**src/rtl/aes_pkg.sv**
```systemverilog
`default_nettype none
// ============================================================================
// Module : aes_pkg
// Brief  : Shared AES key-size codes, Nk/Nr constants, ksz decode and the
//          arbiter FSM state encoding.
// Rev    : 1.0  initial release
// ============================================================================
package aes_pkg;

    localparam logic [1:0] KSZ_128 = 2'd0;
    localparam logic [1:0] KSZ_192 = 2'd1;
    localparam logic [1:0] KSZ_256 = 2'd2;
    localparam logic [1:0] KSZ_ILL = 2'd3;

    localparam logic [3:0] NK_128 = 4'd4;
    localparam logic [3:0] NK_192 = 4'd6;
    localparam logic [3:0] NK_256 = 4'd8;
    localparam logic [3:0] NR_128 = 4'd10;
    localparam logic [3:0] NR_192 = 4'd12;
    localparam logic [3:0] NR_256 = 4'd14;

    localparam int         ST_W    = 2;
    localparam logic [1:0] S_IDLE  = 2'd0;
    localparam logic [1:0] S_ISSUE = 2'd1;
    localparam logic [1:0] S_GAP   = 2'd2;

    typedef struct packed {
        logic [3:0] nk;
        logic [3:0] nr;
    } ks_dec_t;

    // Key-size code to key words / round count; the illegal code decodes to 0.
    function automatic ks_dec_t ksz_decode(input logic [1:0] ksz);
        ks_dec_t d;
        case (ksz)
            KSZ_128: begin d.nk = NK_128; d.nr = NR_128; end
            KSZ_192: begin d.nk = NK_192; d.nr = NR_192; end
            KSZ_256: begin d.nk = NK_256; d.nr = NR_256; end
            default: begin d.nk = 4'd0;   d.nr = 4'd0;   end
        endcase
        return d;
    endfunction

endpackage
`default_nettype wire

```
**src/rtl/aes_tag_fifo.sv**
```systemverilog
`default_nettype none
// ============================================================================
// Module : aes_tag_fifo
// Brief  : Small synchronous FIFO holding the requester tag of each job that
//          is in flight in the AES core. Push and pop may coincide.
// Rev    : 1.0  initial release
// ============================================================================
module aes_tag_fifo #(
    parameter int WIDTH = 2,
    parameter int DEPTH = 4,
    parameter int CNTW  = 3
) (
    input  logic             CLK,
    input  logic             RSTB,
    input  logic             i_push,
    input  logic [WIDTH-1:0] i_din,
    input  logic             i_pop,
    output logic [WIDTH-1:0] o_head,
    output logic [CNTW-1:0]  o_count,
    output logic             o_full,
    output logic             o_empty
);
    localparam int AW = $clog2(DEPTH);

    logic [WIDTH-1:0] r_mem [DEPTH];
    logic [AW-1:0]    r_wp;
    logic [AW-1:0]    r_rp;
    logic [CNTW-1:0]  r_count;
    logic             w_do_push;
    logic             w_do_pop;

    assign o_full    = (r_count == CNTW'(DEPTH));
    assign o_empty   = (r_count == '0);
    assign w_do_pop  = i_pop & ~o_empty;
    // A push into a full FIFO is only accepted when a pop frees a slot.
    assign w_do_push = i_push & (~o_full | w_do_pop);
    assign o_head    = r_mem[r_rp];
    assign o_count   = r_count;

    // Storage write; contents need no reset since count gates every read.
    always_ff @(posedge CLK) begin
        if (w_do_push) r_mem[r_wp] <= i_din;
    end

    // Pointers and occupancy count.
    always_ff @(posedge CLK or negedge RSTB) begin
        if (!RSTB) begin
            r_wp    <= '0;
            r_rp    <= '0;
            r_count <= '0;
        end else begin
            if (w_do_push) r_wp <= r_wp + 1'b1;
            if (w_do_pop)  r_rp <= r_rp + 1'b1;
            case ({w_do_push, w_do_pop})
                2'b10:   r_count <= r_count + 1'b1;
                2'b01:   r_count <= r_count - 1'b1;
                default: r_count <= r_count;
            endcase
        end
    end

endmodule
`default_nettype wire

```
**src/rtl/aes_core_arbiter.sv**
```systemverilog
`default_nettype none
// ============================================================================
// Module : aes_core_arbiter
// Brief  : Round-robin arbiter sharing one AES encrypt/key-expansion core
//          between NREQ requesters; routes in-order results back by tag.
// Rev    : 1.0  initial release
// ============================================================================
module aes_core_arbiter
    import aes_pkg::*;
#(
    parameter int NREQ  = 2,
    parameter int DEPTH = 4,
    parameter int TAGW  = 2
) (
    input  logic                CLK,
    input  logic                RSTB,
    input  logic [NREQ-1:0]     i_req_valid,
    input  logic [NREQ-1:0]     i_req_op,
    input  logic [2*NREQ-1:0]   i_req_ksz,
    input  logic [128*NREQ-1:0] i_req_text,
    input  logic [256*NREQ-1:0] i_req_key,
    output logic [NREQ-1:0]     o_req_ready,
    input  logic                i_core_full,
    input  logic                i_c_ready,
    input  logic [127:0]        i_ciphertext,
    output logic                o_t_ready,
    output logic                o_k_ready,
    output logic [127:0]        o_plain_text,
    output logic [255:0]        o_cipher_key,
    output logic [3:0]          o_nk_val,
    output logic [3:0]          o_nr,
    output logic                o_op,
    output logic [NREQ-1:0]     o_rsp_valid,
    output logic [127:0]        o_rsp_data,
    output logic                o_err_ksz,
    output logic                o_err_orphan,
    output logic [TAGW:0]       o_inflight
);
    logic [ST_W-1:0] r_state;
    logic [ST_W-1:0] w_next;
    logic [TAGW-1:0] r_ptr;
    logic [TAGW-1:0] r_tag;
    logic [TAGW-1:0] w_win;
    logic [TAGW-1:0] w_head;
    logic            w_found;
    logic            w_arb;
    logic            w_load;
    logic            w_drop;
    logic            w_push;
    logic            w_pop;
    logic            w_full;
    logic            w_empty;
    logic            r_run;
    logic [NREQ-1:0] w_grant;
    logic [NREQ-1:0] w_rsp_oh;
    logic [127:0]    w_sel_text;
    logic [255:0]    w_sel_key;
    logic [1:0]      w_sel_ksz;
    logic            w_sel_op;
    ks_dec_t         w_dec;

    // Arbitration is held off while reset is asserted so req_ready stays 0.
    always_ff @(posedge CLK or negedge RSTB) begin
        if (!RSTB) r_run <= 1'b0;
        else       r_run <= 1'b1;
    end

    // Round-robin search: first valid requester at or after the pointer.
    always_comb begin
        w_found = 1'b0;
        w_win   = '0;
        for (int k = 0; k < NREQ; k++) begin
            for (int j = 0; j < NREQ; j++) begin
                if (!w_found && i_req_valid[j] && (j == ((int'(r_ptr) + k) % NREQ))) begin
                    w_found = 1'b1;
                    w_win   = TAGW'(j);
                end
            end
        end
    end

    // Winner payload mux plus one-hot decodes of winner and popped tag.
    always_comb begin
        w_sel_text = '0;
        w_sel_key  = '0;
        w_sel_ksz  = '0;
        w_sel_op   = 1'b0;
        w_grant    = '0;
        w_rsp_oh   = '0;
        for (int j = 0; j < NREQ; j++) begin
            if (w_win == TAGW'(j)) begin
                w_sel_text = i_req_text[j*128 +: 128];
                w_sel_key  = i_req_key[j*256 +: 256];
                w_sel_ksz  = i_req_ksz[j*2 +: 2];
                w_sel_op   = i_req_op[j];
                w_grant[j] = w_arb;
            end
            w_rsp_oh[j] = (w_head == TAGW'(j));
        end
    end

    assign w_dec = ksz_decode(w_sel_ksz);

    // FSM state register.
    always_ff @(posedge CLK or negedge RSTB) begin
        if (!RSTB) r_state <= S_IDLE;
        else       r_state <= w_next;
    end

    // FSM next-state: IDLE -> ISSUE -> GAP -> IDLE for every legal grant.
    always_comb begin
        w_next = r_state;
        case (r_state)
            S_IDLE:  if (w_load) w_next = S_ISSUE;
            S_ISSUE: w_next = S_GAP;
            S_GAP:   w_next = S_IDLE;
            default: w_next = S_IDLE;
        endcase
    end

    // FSM outputs: grant only in IDLE with core and tag FIFO both able to take a job.
    always_comb begin
        w_arb  = (r_state == S_IDLE) & r_run & w_found & ~i_core_full & ~w_full;
        w_load = w_arb & (w_sel_ksz != KSZ_ILL);
        w_drop = w_arb & (w_sel_ksz == KSZ_ILL);
        w_push = (r_state == S_ISSUE);
    end

    assign o_req_ready = w_grant;
    assign w_pop       = i_c_ready & ~w_empty;

    // Pointer advance past the winner, and winner tag held for the FIFO push.
    always_ff @(posedge CLK or negedge RSTB) begin
        if (!RSTB) begin
            r_ptr <= '0;
            r_tag <= '0;
        end else begin
            if (w_arb)  r_ptr <= (w_win == TAGW'(NREQ-1)) ? '0 : w_win + 1'b1;
            if (w_load) r_tag <= w_win;
        end
    end

    // Issue registers: loaded at grant, driven during ISSUE, cleared for GAP.
    always_ff @(posedge CLK or negedge RSTB) begin
        if (!RSTB) begin
            o_t_ready    <= 1'b0;
            o_k_ready    <= 1'b0;
            o_plain_text <= '0;
            o_cipher_key <= '0;
            o_nk_val     <= '0;
            o_nr         <= '0;
            o_op         <= 1'b0;
        end else if (w_load) begin
            o_t_ready    <= 1'b1;
            o_k_ready    <= 1'b1;
            o_plain_text <= w_sel_text;
            o_cipher_key <= w_sel_key;
            o_nk_val     <= w_dec.nk;
            o_nr         <= w_dec.nr;
            o_op         <= w_sel_op;
        end else if (r_state == S_ISSUE) begin
            o_t_ready    <= 1'b0;
            o_k_ready    <= 1'b0;
            o_plain_text <= '0;
            o_cipher_key <= '0;
            o_nk_val     <= '0;
            o_nr         <= '0;
            o_op         <= 1'b0;
        end
    end

    // Response routing and error pulses; rsp_data holds between results.
    always_ff @(posedge CLK or negedge RSTB) begin
        if (!RSTB) begin
            o_rsp_valid  <= '0;
            o_rsp_data   <= '0;
            o_err_ksz    <= 1'b0;
            o_err_orphan <= 1'b0;
        end else begin
            o_rsp_valid  <= w_pop ? w_rsp_oh : '0;
            if (w_pop) o_rsp_data <= i_ciphertext;
            o_err_ksz    <= w_drop;
            o_err_orphan <= i_c_ready & w_empty;
        end
    end

    aes_tag_fifo #(
        .WIDTH (TAGW),
        .DEPTH (DEPTH),
        .CNTW  (TAGW + 1)
    ) u_tag_fifo (
        .CLK     (CLK),
        .RSTB    (RSTB),
        .i_push  (w_push),
        .i_din   (r_tag),
        .i_pop   (w_pop),
        .o_head  (w_head),
        .o_count (o_inflight),
        .o_full  (w_full),
        .o_empty (w_empty)
    );

endmodule
`default_nettype wire
```
**config.mk**
```make
export PLATFORM = sky130hd
export DESIGN_NAME = aes_core_arbiter
export DESIGN_NICKNAME = d
export VERILOG_FILES = /design/src/rtl/aes_pkg.sv /design/src/rtl/aes_tag_fifo.sv /design/src/rtl/aes_core_arbiter.sv
export SDC_FILE = /design/constraint.sdc
export NUM_CORES = 1
export LEC_CHECK = 0
export BUFFER_PORTS_ARGS = -buffer_cell sky130_fd_sc_hd__buf_2
export CAP_MARGIN = 0
export CORE_AREA = 2 2 568 570
export DETAILED_ROUTE_END_ITERATION = 8
export DIE_AREA = 0 0 570 572
export HOLD_SLACK_MARGIN = 0.05
export SLEW_MARGIN = 20
export SYNTH_ARGS = -nofsm -noshare
export SYNTH_HDL_FRONTEND = slang
export SYNTH_SLANG_ARGS = --single-unit
export TNS_END_PERCENT = 50
```
**constraint.sdc**
```tcl
create_clock -name CLK -period 2.2 [get_ports CLK]
set_input_delay 0.22 -clock CLK [delete_from_list [all_inputs] [get_ports CLK]]
set_output_delay 0.22 -clock CLK [all_outputs]
set_load 0.03 [all_outputs]
```
After elaboration in Yosys (flattened, before gate mapping)
Memory sizes are Yosys's and may differ from the RTL's.
Cells that the tools add are included.
{"block": "word_totals", "mem_bits_ro": 0, "latch_bits": 0, "out_inout_bits": 532, "elab_cells": 105, "n_memories": 1, "input_bits": 908, "ff_bits": 539, "ramBits": 8}
{"name": "u_tag_fifo.r_mem", "words": 4, "width": 2, "rd": 1, "rd_clocked_by_memory_dff": 0, "wr": 1, "line_no": "aes_tag_fifo.sv:25", "text": "logic [WIDTH-1:0] r_mem [DEPTH];"}
{"block": "op_classes", "n_mul": 0, "div": 0, "n_addsub": 6, "bitwise": 15, "reduce_logical": 19, "shift": 0, "n_eq_ne": 12, "order_cmp": 0, "n_mux": 35}
{"operator": "256-bit 2-to-1 mux", "count": 4}
{"operator": "128-bit 2-to-1 mux", "count": 4}
{"operator": "32-bit zero test", "count": 2}
{"operator": "8-bit one-hot mux with 3 select lines", "count": 1}
{"operator": "1-bit 2-to-1 mux", "count": 17}
{"operator": "4-bit 2-to-1 mux", "count": 3}
{"operator": "1-bit bitwise AND", "count": 10}
{"operator": "2-bit by 1-bit equality test with 1-bit output, second input constant", "count": 5}
{"operator": "2-bit zero test", "count": 4}
{"operator": "2-bit 2-to-1 mux", "count": 4}
{"operator": "1-bit logical AND", "count": 7}
{"operator": "2-bit equality test, second input constant", "count": 3}
{"operator": "3-bit one-hot mux with 2 select lines", "count": 1}
{"operator": "2-bit by 1-bit adder with 2-bit output, second input constant", "count": 2}
{"operator": "2-bit != test, second input constant", "count": 2}
{"operator": "2-bit one-hot mux with 2 select lines", "count": 1}
{"operator": "2-bit nonzero test", "count": 2}
{"operator": "3-bit by 1-bit adder with 3-bit output, second input constant", "count": 1}
{"operator": "3-bit equality test, second input constant", "count": 1}
{"operator": "1-bit zero test", "count": 3}
{"operator": "3-bit zero test", "count": 1}
{"operator": "1-bit inverter", "count": 3}
{"operator": "3-bit by 1-bit subtractor with 3-bit output, second input constant", "count": 1}
{"operator": "1-bit adder, second input constant", "count": 2}
{"operator": "3 further kinds", "count": 3}

Longest topological paths before layout
Gate-level depths: netlist (run 1).
{"block": "depth", "ltp_word": 22, "mapped_depth": 13, "mapped_depth_nobuf": 8}

Modules after synthesis
A second synthesis (run 1) with hierarchy kept.
{"block": "hier_totals", "cells_unflattened": 2371, "hier_area_um2": 24483.5}
{"mod": "aes_core_arbiter", "cells_per_inst": 2323, "area_each_um2": 23760.3, "n_inst": 1}
{"mod": "aes_tag_fifo", "cells_per_inst": 48, "area_each_um2": 723.2, "n_inst": 1}

Worst setup path before layout (run 1)
No wires, ideal clock.
{"block": "synth_path", "path_type": "register -> register", "from": "reg r_ptr[0]", "to": "reg o_plain_text[77]", "path_slack_ps": -123, "arrival_ps": 2188, "period_less_slack_ps": 2323, "required_ps": 2065, "n_path_buf": 5, "stages_incl_launch_ff": 13, "cell_sequence": "dfrtp_1 -> o21ai_1 -> buf_4 -> mux2_2 -> ha_1 -> inv_1 -> o2111ai_2 -> buf_4 -> buf_6 -> buf_8 -> buf_6 -> nand3_1 -> o21ai_0"}
{"block": "synth_between", "elab_chain_len": 21, "elab_cells_between_ends": 35}
{"element": "start, declared", "line_no": "aes_core_arbiter.sv:41", "text": "logic [TAGW-1:0] r_ptr;"}
{"element": "start signal, assigned", "line_no": "aes_core_arbiter.sv:138", "text": "if (w_arb) r_ptr <= (w_win == TAGW'(NREQ-1)) ? '0 : w_win + 1'b1;"}
{"element": "32-bit zero test", "line_no": "aes_core_arbiter.sv:74", "text": "if (!w_found && i_req_valid[j] && (j == ((int'(r_ptr) + k) % NREQ))) begin"}
{"element": "1-bit logical AND", "line_no": "aes_core_arbiter.sv:74"}
{"element": "1-bit 2-to-1 mux", "line_no": "aes_core_arbiter.sv:74"}
{"element": "1-bit zero test", "line_no": "aes_core_arbiter.sv:74"}
{"element": "1-bit logical AND (2 in series)", "line_no": "aes_core_arbiter.sv:74"}
{"element": "1-bit 2-to-1 mux", "line_no": "aes_core_arbiter.sv:74"}
{"element": "1-bit zero test", "line_no": "aes_core_arbiter.sv:74"}
{"element": "1-bit logical AND (2 in series)", "line_no": "aes_core_arbiter.sv:74"}
{"element": "1-bit 2-to-1 mux", "line_no": "aes_core_arbiter.sv:74"}
{"element": "1-bit zero test", "line_no": "aes_core_arbiter.sv:74"}
{"element": "1-bit logical AND (2 in series)", "line_no": "aes_core_arbiter.sv:74"}
{"element": "1-bit 2-to-1 mux", "line_no": "aes_core_arbiter.sv:74"}
{"element": "2-bit zero test", "line_no": "aes_core_arbiter.sv:91", "text": "if (w_win == TAGW'(j)) begin"}
{"element": "2-bit 2-to-1 mux (2 in series)", "line_no": "aes_core_arbiter.sv:91"}
{"element": "2-bit != test", "line_no": "aes_core_arbiter.sv:124", "text": "w_load = w_arb & (w_sel_ksz != KSZ_ILL);"}
{"element": "1-bit bitwise AND", "line_no": "aes_core_arbiter.sv:124"}
{"element": "128-bit 2-to-1 mux or 2-bit nonzero test (tied branches)"}
{"element": "end signal, assigned", "line_no": "aes_core_arbiter.sv:156", "text": "o_plain_text <= w_sel_text;"}
{"element": "end, declared", "line_no": "aes_core_arbiter.sv:28", "text": "output logic [127:0] o_plain_text,"}
Several ways; a longest one is shown, not always the timed one.
A chain may end at the register's enable or synchronous reset.

Worst setup path in the final report (run 1)
{"block": "layout_path", "from": "reg r_state[1]", "to": "out o_req_ready[0]"}
{"block": "layout_between", "elab_chain_len": 6}
{"element": "start, declared", "line_no": "aes_core_arbiter.sv:39", "text": "logic [ST_W-1:0] r_state;"}
{"element": "start signal, assigned", "line_no": "aes_core_arbiter.sv:107", "text": "else r_state <= w_next;"}
{"element": "2-bit zero test", "line_no": "aes_core_arbiter.sv:123", "text": "w_arb = (r_state == S_IDLE) & r_run & w_found & ~i_core_full & ~w_full;"}
{"element": "1-bit bitwise AND (4 in series)", "line_no": "aes_core_arbiter.sv:123"}
{"element": "1-bit 2-to-1 mux", "line_no": "aes_core_arbiter.sv:91"}
{"element": "end, declared", "line_no": "aes_core_arbiter.sv:22", "text": "output logic [NREQ-1:0] o_req_ready,"}
Every way passes these cells.

==> impl_metrics.ini, run 1 <==
[run_status]
run_status = complete, but fails checks
violations = negative setup slack

[route]
wl_met2_mm = 119
via_per_inst = 3.31
wl_met3_mm = 36.9
vias = 30500
drtIter0Drc = 1694
antenna_left = 0
wl_met1_mm = 107
routed_wl_mm = 283
wire_per_inst_um = 30.7
drtPass1Iterations = 6
top_layer = met5
drc = 0

[yosys]
synth-async-reset-ratio_pct = 99.3
seq_area_frac_synth_pct = 55.5
synth.cell_area_um2 = 24400
synth_compound_area_share_pct = 8.29
ys_seq_elements = 540
synthFlopType = dfrtp_1
synth_xor_area_share_pct = 0.180
synthAdderAreaFrac_pct = 0.492
synth_top_family_by_area = multiplexers
synth_mux_area_share_pct = 16.1
yosys.area_share.simple_pct = 14.5
ys_types = 36
syn_area_per_cell_um2 = 10.3
ys_warn_count = 0
synth_edf_count = 4
postSynthCellCount = 2366

[critical_path]
reg2reg_slack_ns = -0.27
cp_max_fo = 3
critical_path_class = reg -> out
cp-start-kind = flip-flop
r2r_start = r_ptr[0]
end_kind = output port
reg2reg_to = o_cipher_key[67]
critPathArrivalTime_ns = 2.25
rr_worst_depth = 12
critPathRequiredTime_ns = 1.98

[sta]
slew_headroom_pct = 35.9
period_needed_ns = 2.47
slew_violations = 0
fmax_mhz = 405
rsz0062_at_grt = true
hold_violations = 0
skew_ns = 0.0743
whs_ns = 0.153
setup_viol = 394
finalWorstSetupSlack_ns = -0.272
fin_crit_sh_pct = 112
max_slew.worst_pin.slew_ns = 0.961
fin_tns_setup_ns = -49.47

[power]
p_int_uw = 30300
power_density_nw_per_um2 = 1200
power_frac_seq_pct = 26.4
power.leakage_uw = 0.0253
p_sw_share_pct = 51.0
clkPwrFrac_pct = 21.1
combPwrFrac_pct = 52.5
vdd_ir_drop_max_v = 0.000785
switchingPower_uw = 31500

[cells_and_area]
layout.nets = 5780
final_common_cell = buf_2
mostFrequentLayoutCells = buf_2 (1434), dlygate4sd3_1 (946), dfrtp_1 (536)
syn_to_final_growth_pct = 112
fillCellCount = 35800
drive_gt1_share_pct = 38.9

[clocking]
root_buffer = clkbuf_16
tritoncts = done
clock_latency_ns = 0.80
cts_buffer_depth = 4
htreeDepth = 3
cts.sinks = 540
cts_inserted_buffers = 78
clkSlewWorstSetupHoldPaths_ns = 0.06

[floorplanning]
die_w_um = 570
core-area_um2 = 320000
num_io_pins = 1440
dieArea_um2 = 326000
initial_core_util_pct = 7.63
die_y_um = 572
core.rowCount = 208

[hold_path]
hold_path_depth = 4
min_path_type = in -> reg
hold_end = o_rsp_data[27]
hp-start = i_ciphertext[27]

[global_route]
gr-total-overflow = 0
antenna_found_initial = 263
grt_max_degree = 93
track_usage_pct = 16.4
grt_pass1_wl_mm = 340
grt_pass1_vias = 30500

[placement]
post-place-ws_ns = -0.0593
portBuffers = 1437
hpwl_mm = 239
gp_congestion = 0.990

[run]
cap_violations = 0
## cell type report
cell class | count | area, µm² | share of cell area [%]
Tap cell | 4200 | 5260 | 10.2
Clock buffer | 101 | 2150 | 4.15
Multi-Input combinational cell | 1608 | 10200 | 19.7
Antenna cell | 97 | 243 | 0.469
Sequential cell | 540 | 13500 | 26.2
Clock inverter | 35 | 393 | 0.759
Inverter | 13 | 51.3 | 0.0991
Timing Repair Buffer | 2622 | 19900 | 38.5
## power by group through the flow
stage               clock, µW  sequential (µW)  combinational [µW]
floorplan                   0            24000                5760
global placement            0            16100               29800
detailed placement          0            16300               29900
CTS                     13600            16300               32900
global route            13900            16800               34700
finish                  13100            16300               32500
## synth_stat cells (all sizes together) (4+ instances only)
master    n  area share, %
mux2i   387             16
inv      13           0.20
nand2   391            6.0
edfxtp    4           0.49
dfrtp   536             55
buf      73            2.6
and3      4           0.10
clkbuf  133            2.1
xnor2     4           0.14
nand3   393            8.1
o21ai   395            8.1
ha        8           0.41
nor2      4          0.062
## through the flow
step / util (%) / cell area, µm² / std cells / power (µW)
2_1_floorplan: - / 24400 / 2367 / 29800
3_3_place_gp: 11.8 / 37600 / 7987 / 46000
3_5_place_dp: 11.8 / 37600 / 7987 / 46200
4_1_cts: 15.9 / 50900 / 9100 / 62800
5_1_grt: 16.2 / 51700 / 9180 / 65400
6_report: 16.2 / 51800 / 9216 / 61900
## registers in the layout, summed over array words and instances (netlist names)
signal and flops:
u_tag_fifo.r_mem 4, o_nk_val 3, o_op 1, o_err_orphan 1
o_k_ready 1, r_tag 1, r_run 1, r_state 2
u_tag_fifo.r_wp 2, o_plain_text 128, u_tag_fifo.r_rp 2, o_rsp_valid 2
o_err_ksz 1, r_ptr 1, o_nr 3, o_rsp_data 128
o_cipher_key 256, u_tag_fifo.o_count 3
## cell families (layout without fill, tap and decap cells)
kind of cell,Yosys count,in the layout
AOI/OAI and AO/OA,400,400
xor gates and xnor gates,5,5
adders and majority gates,9,9
buffers and inverters,219,2771
DFF,540,540
muxes,390,390
other,2,100
and+or+nand+nor,801,801
## worst max path at each step
stage | start | endpoint | slack, ns | depth (start not counted)
global placement | r_ptr[0] | r_tag[0] | -0.0001 | 9
finish | r_state[1] | o_req_ready[0] | -0.27 | 6
CTS | u_tag_fifo.o_count[0] | o_req_ready[0] | -0.33 | 6
detailed placement | r_ptr[0] | o_plain_text[3] | -0.06 | 9
floorplan | r_ptr[0] | o_plain_text[77] | 0.003 | 12
global route | u_tag_fifo.o_count[0] | o_req_ready[1] | -0.35 | 6
## critical path, stage by stage (launching register included)
cell      delay, ns
dfrtp_1        0.43
nor4b_2        0.26
buf_4          0.18
o211ai_1       0.09
buf_4          0.18
nor2b_4        0.14
buf_12         0.15
## per-layer routing
layer / vias up / GRT usage, %
met5: - / 0
met4: 122 / 9.53
met1: 14400 / 18.3
li1: 13400 / -
met3: 688 / 9.01
met2: 1918 / 24.6
## what timing repair did
item | CTS | global route
pin swaps | 63 | 10
gates cloned | 21 | 15
endpoints found under the hold margin | 836 | 0
gates resized for setup | 165 | 63
setup buffers | 10 | 4
hold buffers | 946 | 0
setup endpoints to repair | 51 | 399
No activity file was read; power rests on OpenSTA's default activity.
==> run 2: changes to the inputs <==
--- a/config.mk
+++ b/config.mk
@@ -11,6 +11,7 @@
 export DETAILED_ROUTE_END_ITERATION = 8
 export DIE_AREA = 0 0 570 572
 export HOLD_SLACK_MARGIN = 0.05
+export RECOVER_POWER = 100
 export SLEW_MARGIN = 20
 export SYNTH_ARGS = -nofsm -noshare
 export SYNTH_HDL_FRONTEND = slang
==> impl_metrics.ini, run 2 (synthesized netlist as in run 1, its figures left out) <==
[floorplanning]
dieArea_um2 = 326000
core-area_um2 = 320000
die_y_um = 572
num_io_pins = 1440
initial_core_util_pct = 7.63
core.rowCount = 208
die_w_um = 570

[critical_path]
end_kind = output port
critPathArrivalTime_ns = 2.25
critPathRequiredTime_ns = 1.98
cp_max_fo = 3
critical_path_class = reg -> out
cp-start-kind = flip-flop
rr_worst_depth = 12

[route]
wl_met3_mm = 37.1
wl_met2_mm = 118
vias = 30600
drtPass1Iterations = 5
top_layer = met5
drc = 0
routed_wl_mm = 283
wl_met1_mm = 107
antenna_left = 0
via_per_inst = 3.32
drtIter0Drc = 1705
wire_per_inst_um = 30.7

[power]
power_frac_seq_pct = 26.7
switchingPower_uw = 31600
power_density_nw_per_um2 = 1200
p_int_uw = 29800
clkPwrFrac_pct = 21.3
vdd_ir_drop_max_v = 0.000748
p_sw_share_pct = 51.4
power.leakage_uw = 0.0244
combPwrFrac_pct = 52.1
p_total_uw = 61400

[cells_and_area]
syn_to_final_growth_pct = 110
mostFrequentLayoutCells = buf_2 (1232), dlygate4sd3_1 (946), dfrtp_1 (536)
layout.nets = 5780
regArea_um2 = 13500
fillCellCount = 35900
final_common_cell = buf_2
drive_gt1_share_pct = 34.5
multi_input_area_um2 = 10200
regMostFlops = o_cipher_key
largest_reg_flops = 256
largestRegisters = o_cipher_key x256, o_plain_text x128, o_rsp_data x128

[placement]
post-place-ws_ns = -0.0593
gp_congestion = 0.990
portBuffers = 1437
hpwl_mm = 239

[clocking]
root_buffer = clkbuf_16
clkSlewWorstSetupHoldPaths_ns = 0.06
clock_latency_ns = 0.80
cts_buffer_depth = 4
tritoncts = done
cts_inserted_buffers = 78
cts.sinks = 540
htreeDepth = 3

[sta]
skew_ns = 0.0748
period_needed_ns = 2.47
fin_crit_sh_pct = 112
slew_headroom_pct = 1.67
hold_violations = 0
fmax_mhz = 405
slew_violations = 0
finalWorstSetupSlack_ns = -0.271
max_slew.worst_pin.slew_ns = 1.47
setup_viol = 432
rsz0062_at_grt = true

[global_route]
grt_max_degree = 93
grt_pass1_wl_mm = 340
antenna_found_initial = 263
track_usage_pct = 16.4
grt_pass1_vias = 30500
gr-total-overflow = 0

[hold_path]
min_path_type = in -> reg
hold_path_depth = 4

[run]
cap_violations = 0

[run_status]
run_status = complete, but fails checks
violations = negative setup slack
run 2: changes by cell type in the layout (fill, tap and decap cells not counted):
cell	delta
diode_2	-5
buf_4	-33
buf_12	-11
buf_6	+4
clkbuf_2	+20
buf_2	-202
clkbuf_4	+6
buf_8	-1
clkbuf_1	+217
run 2: final timing paths:
check                      slack (ns)        startpoint                 to
max                             -0.27        r_state[1]     o_req_ready[0]
min                              0.15  i_ciphertext[27]     o_rsp_data[27]
max reg2reg                     -0.26          r_ptr[0]   o_cipher_key[67]
min reg2reg                      0.47    o_rsp_data[22]     o_rsp_data[22]
max in group asynchronous       -0.06              RSTB   o_plain_text[54]
min in group asynchronous        0.90              RSTB  o_cipher_key[132]
run 2: power groups by stage:
stage	Combinational, µW	Clock (µW)	Sequential (µW)
finish	32000	13100	16400
floorplan	5760	0	24000
global placement	29800	0	16100
global route	34100	13900	16900
CTS	32900	13600	16300
detailed placement	29900	0	16300
run 2: final cells by class:
class	instances	share of cell area [%]
diodes	92	0.449
clock buffers	101	4.19
clock inverters	35	0.767
inverters	13	0.100
multi-input cells	1608	19.9
flip-flops and latches	540	26.4
well taps	4200	10.3
repair buffers	2622	37.9
run 2: per-layer routing:
| metal | up-vias | track usage, % |
|---|---|---|
| met5 | - | 0 |
| met4 | 122 | 9.53 |
| met3 | 687 | 9.01 |
| met2 | 1959 | 24.6 |
| met1 | 14400 | 18.3 |
| li1 | 13400 | - |
run 2: per-stage QoR:
step	hold WS (ns)	std cells	instance area [µm²]	TNS [ns]	util, %
2_1_floorplan	-0.0756	2367	24400	0	-
3_3_place_gp	0.286	7987	37600	-0.000103	11.8
3_5_place_dp	0.291	7987	37600	-1.75	11.8
4_1_cts	0.0526	9100	50900	-41.30	15.9
5_1_grt	0.104	9180	51200	-91.66	16.0
6_report	0.151	9211	51200	-49.46	16.0
run 2: timing repair:
action,in CTS,in global routing
setup endpoints to repair,51,399
hold endpoints to repair,836,0
setup buffers,10,4
gates resized for setup,165,63
hold buffers,946,0
cloned,21,15
pin swaps,63,10
run 2: critical path: stages, from the launching register on:
cell	delay, ns
dfrtp_1	0.43
nor4b_2	0.26
buf_4	0.18
o211ai_1	0.09
buf_4	0.18
nor2b_4	0.13
buf_12	0.15
